`config.mk`:
```
export PLATFORM = sky130hd
export DESIGN_NAME = instruction_fetch
export DESIGN_NICKNAME = d
export VERILOG_FILES = /design/src/rtl/instruction_fetch.sv
export SDC_FILE = /design/constraint.sdc
export NUM_CORES = 1
export LEC_CHECK = 0
export ABC_AREA = 1
export ABC_CLOCK_PERIOD_IN_PS = 1700
export BUFFER_PORTS_ARGS = -buffer_cell sky130_fd_sc_hd__buf_2
export CAP_MARGIN = 0
export CORE_AREA = 5 5 126 128
export DETAILED_ROUTE_END_ITERATION = 12
export DIE_AREA = 0 0 131 133
export GPL_ROUTABILITY_DRIVEN = 0
export PLACE_DENSITY = 0.8
export SYNTH_ARGS = -nofsm -noshare
export SYNTH_HDL_FRONTEND = slang
export SYNTH_SLANG_ARGS = --single-unit
```
`constraint.sdc`:
```
create_clock -name clk -period 1.7 [get_ports clk]
set_input_delay 0.34 -clock clk [delete_from_list [all_inputs] [get_ports clk]]
set_output_delay 0.34 -clock clk [all_outputs]
set_load 0.1 [all_outputs]
```
`src/rtl/instruction_fetch.sv`:
```
// IF stage: owns the PC, issues one outstanding imem read at a time and drives the IF/ID register.
// Responses to requests made before a redirect are consumed and discarded.
module instruction_fetch #(
  parameter int DATA_WIDTH = 32,
  parameter logic [DATA_WIDTH-1:0] RESET_PC = '0,
  parameter logic [DATA_WIDTH-1:0] NOP_INST = DATA_WIDTH'(32'h0000_0013)
) (
  input  logic                  clk,
  input  logic                  rst_n,
  input  logic                  clk_en,
  input  logic                  i_stall,
  input  logic                  i_redirect,
  input  logic [DATA_WIDTH-1:0] i_redirect_pc,
  output logic                  o_imem_req_valid,
  input  logic                  i_imem_req_ready,
  output logic [DATA_WIDTH-1:0] o_imem_req_addr,
  input  logic                  i_imem_rsp_valid,
  output logic                  o_imem_rsp_ready,
  input  logic [DATA_WIDTH-1:0] i_imem_rsp_data,
  input  logic                  i_imem_rsp_err,
  output logic [DATA_WIDTH-1:0] o_if_inst,
  output logic [DATA_WIDTH-1:0] o_if_pc,
  output logic                  o_if_valid,
  output logic                  o_if_fault
);

  typedef enum logic [2:0] {S_IDLE, S_REQ, S_WAIT, S_HOLD, S_DROP} state_t;

  state_t                state;
  logic [DATA_WIDTH-1:0] pc_q;
  logic [DATA_WIDTH-1:0] req_pc_q;
  logic [DATA_WIDTH-1:0] hold_data;
  logic                  hold_err;
  logic [DATA_WIDTH-1:0] redirect_target;
  logic [DATA_WIDTH-1:0] load_data;
  logic                  load_err;
  logic                  load;

  // Instructions are word aligned, so the low two target bits are forced to zero.
  assign redirect_target  = i_redirect_pc & ~DATA_WIDTH'(3);
  assign o_imem_req_addr  = pc_q;
  assign o_imem_req_valid = clk_en & (state == S_REQ) & ~i_redirect;
  assign o_imem_rsp_ready = clk_en & ((state == S_WAIT) | (state == S_DROP));

  // Source for an IF/ID load: the live response, or the buffer captured during a stall.
  always_comb begin
    load      = 1'b0;
    load_data = i_imem_rsp_data;
    load_err  = i_imem_rsp_err;
    if (state == S_WAIT) begin
      load = i_imem_rsp_valid;
    end else if (state == S_HOLD) begin
      load      = 1'b1;
      load_data = hold_data;
      load_err  = hold_err;
    end
  end

  always_ff @(posedge clk or negedge rst_n) begin
    if (!rst_n) begin
      state      <= S_IDLE;
      pc_q       <= RESET_PC;
      req_pc_q   <= '0;
      hold_data  <= '0;
      hold_err   <= 1'b0;
      o_if_inst  <= NOP_INST;
      o_if_pc    <= '0;
      o_if_valid <= 1'b0;
      o_if_fault <= 1'b0;
    end else if (clk_en) begin
      case (state)
        S_IDLE: state <= S_REQ;
        S_REQ: begin
          if (i_redirect) begin
            pc_q <= redirect_target;
          end else if (i_imem_req_ready) begin
            req_pc_q <= pc_q;
            pc_q     <= pc_q + DATA_WIDTH'(4);
            state    <= S_WAIT;
          end
        end
        S_WAIT: begin
          if (i_redirect) begin
            pc_q  <= redirect_target;
            state <= i_imem_rsp_valid ? S_REQ : S_DROP;
          end else if (i_imem_rsp_valid && !i_stall) begin
            state <= S_REQ;
          end else if (i_imem_rsp_valid) begin
            hold_data <= i_imem_rsp_data;
            hold_err  <= i_imem_rsp_err;
            state     <= S_HOLD;
          end
        end
        S_HOLD: begin
          if (i_redirect) begin
            pc_q  <= redirect_target;
            state <= S_REQ;
          end else if (!i_stall) begin
            state <= S_REQ;
          end
        end
        S_DROP: begin
          if (i_redirect) begin
            pc_q <= redirect_target;
          end else if (i_imem_rsp_valid) begin
            state <= S_REQ;
          end
        end
        default: state <= S_IDLE;
      endcase

      if (i_redirect) begin
        o_if_inst  <= NOP_INST;
        o_if_valid <= 1'b0;
        o_if_fault <= 1'b0;
      end else if (i_stall) begin
        o_if_inst  <= o_if_inst;
      end else if (load) begin
        o_if_inst  <= load_err ? NOP_INST : load_data;
        o_if_pc    <= req_pc_q;
        o_if_valid <= 1'b1;
        o_if_fault <= load_err;
      end else begin
        o_if_inst  <= NOP_INST;
        o_if_valid <= 1'b0;
        o_if_fault <= 1'b0;
      end
    end
  end

endmodule

```
==> flow_metrics.tcl <==
set metrics [dict create \
    status "complete, but fails checks" \
    violations "negative setup slack" \
    path_clk_slew_ps 60 \
    routed_via_density 5.19 \
    crit_type "reg -> out" \
    dieHeight_microns 133 \
    cts-root-buf "clkbuf_16" \
    drc 0 \
    coreArea_sq_um 14800 \
    grt_max_degree 67 \
    grt_pass1_wl_microns 34200 \
    ant_nets 0 \
    finalNonFillerCells 1453 \
    die_w_microns 131 \
    io_buffers 165 \
    io_pins 172 \
    synth_ff_type "dfrtp_1" \
    max_freq_mhz 542 \
    crit_path_max_fanout 2 \
    slew_viol_final 0 \
    post_drt_wl_per_cell_microns 14.9 \
    syn_inst 1067 \
    cp-start-kind "register" \
    area_growth_pct 29.9 \
    dr.first_iter.drc_count 731 \
    yosysUniqueCellTypes 31 \
    dp_hpwl_microns 14700 \
    fin_tns_setup_ps -276 \
    min_period_ps 1850 \
    htreeDepth 4 \
    fin_skew_ps 8.73 \
    crit_arrival_ps 1510 \
    leakage_nw 5.58 \
    final_common_cell "nand2_1" \
    tightestPinTransition_ps 523 \
    power_density_nw_per_um2 1970 \
    cts_tree "done" \
    relSlewSlack 0.654 \
    wirelength_microns 21600 \
    die_area_sq_um 17400 \
    drv_cap 0 \
    hold_start "i_redirect_pc[3]" \
    nets 1325 \
    grt_pass1_vias 7135 \
    hold_depth 3 \
    synth_edf_count 0 \
    rsz0062_at_grt "yes" \
    clk_latency_ps 420 \
    num_antenna_cells 0 \
    synth-seq-cells 160 \
    fin_crit_sh 1.09 \
    clock_sinks 160 \
    yosys_warnings 0 \
    synth-seq-area-share 0.507 \
    required_ps 1360 \
    synthArstFlopShare 1.00 \
    syn_area_per_cell_sq_um 7.40 \
    hold_class "in -> reg" \
    grtUsageTotal 0.244 \
    fin_ws_ps -147 \
    placed_cell_area_sq_um 9210 \
    rows 45 \
    numPlacedInstances 1402 \
    via_count 7548 \
    crit_path_end_kind "primary output" \
    crit-reg2reg-capture "o_if_inst[11]$_DFFE_PN0P_" \
    r2r_cells 11 \
    dr.pass1.iters 6 \
    start_util 0.535 \
    rr_startpoint "state[2]$_DFFE_PN0P_" \
    fin_util 0.695 \
    clockBufferDepth 2 \
    drive_above_1_share 0.257 \
    syn-cell-area_sq_um 7900 \
    postLayoutCellArea_sq_um 10300 \
    numCtsBuffers 17 \
    crit_start "state[2]$_DFFE_PN0P_" \
    ff2ff_setup_slack_ps 10 \
    min_to "o_imem_req_addr[3]$_DFFE_PN0P_" \
    whs_ps 171 \
    hold_viol_final 0 \
    final_cell_mix "nand2_1 (396), buf_2 (157), dfrtp_1 (126)" \
    antenna_found_initial 0 \
    grt_overflow 0 \
    setup_viol 2 \
    ir_worst_vdd_mv 1.51 \
]
## kinds of logic after synthesis
logic type                 share of synthesized area
AOI/OAI and AO/OA                             0.0849
xor gates and xnor gates                     0.00554
adders and majority gates                    0.00158
buffers and inverters                         0.0857
DFF                                            0.507
other                                       0.000475
and+or+nand+nor                                0.314
## sequential cells by signal, summed over array words and instances (netlist names)
signal,flops
o_if_inst,32
o_imem_req_addr,30
hold_err,1
o_if_valid,1
hold_data,32
o_if_fault,1
o_if_pc,30
state,3
req_pc_q,30
## per-layer routing
metal / track usage / part of all wire / wire, microns / vias up
met4: 0.0846 / 0.028 / 606 / 0
met5: 0 / 0 / 0 / -
met2: 0.384 / 0.47 / 10100 / 327
met1: 0.336 / 0.42 / 9070 / 3467
met3: 0.0501 / 0.085 / 1830 / 63
li1: - / - / - / 3691
## synth_stat cells, types with 4 or more instances
master      n  share of area
dfrtp_1   157           0.50
nor2_1     99          0.047
inv_1     101          0.048
nand2_2     5         0.0040
buf_2      25          0.016
o21ai_0    74          0.047
buf_4       8         0.0076
o21ai_1    15         0.0095
xor2_1      4         0.0044
a21oi_1    34          0.022
nand2_1   406           0.19
inv_2       6         0.0029
clkbuf_1   15         0.0071
nand3_1    80          0.051
or2_0       7         0.0055
## worst max-delay path, stage by stage (launching register included)
cell and delay [ps]:
dfrtp_1 390, inv_2 110, nand2_4 70, nor2_4 110, inv_2 60, a21oi_4 150, buf_12 190
## where the power goes
group / internal (mW) / total (mW) / leakage, nW / switching [mW]
Combinational: 2.28 / 10.1 / 3.33 / 7.86
Sequential: 5.09 / 6.09 / 1.95 / 1.00
Clock: 2.47 / 4.02 / 0.302 / 1.56
## worst max-delay path by stage
stage / cells after the start / end / slack [ps]
6_report: 6 / o_imem_rsp_ready / -150
5_1_grt: 4 / o_imem_rsp_ready / -200
4_1_cts: 6 / o_imem_rsp_ready / -160
3_5_place_dp: 11 / o_if_pc[31]$_DFFE_PN0P_ / 50
3_3_place_gp: 11 / o_if_pc[3]$_DFFE_PN0P_ / 90
2_1_floorplan: 8 / req_pc_q[16]$_DFFE_PN0P_ / -440
## layout make-up
class | instances | area [sq um]
Multi-Input combinational cell | 752 | 3370
Clock buffer | 19 | 433
Timing Repair Buffer | 214 | 1570
Clock inverter | 13 | 186
Tap cell | 188 | 235
Fill cell | 1177 | 4490
Inverter | 107 | 412
Sequential cell | 160 | 4050
## repair_timing
action | CTS | global route
endpoints found under the hold margin | 39 | 0
gates resized for setup | 13 | 41
endpoints found under the setup margin | 7 | 53
cloned | 0 | 6
pin swaps | 4 | 6
hold buffers | 1 | 0
buffers inserted | 8 | 4
## through the flow
stage / setup WS [ps] / total power [mW]
global route: -203 / 21.3
finish: -147 / 20.2
detailed placement: 49.1 / 15.6
floorplan: -438 / 13.4
global placement: 92.0 / 15.4
CTS: -155 / 19.8
No activity file was read; power rests on OpenSTA's default activity.
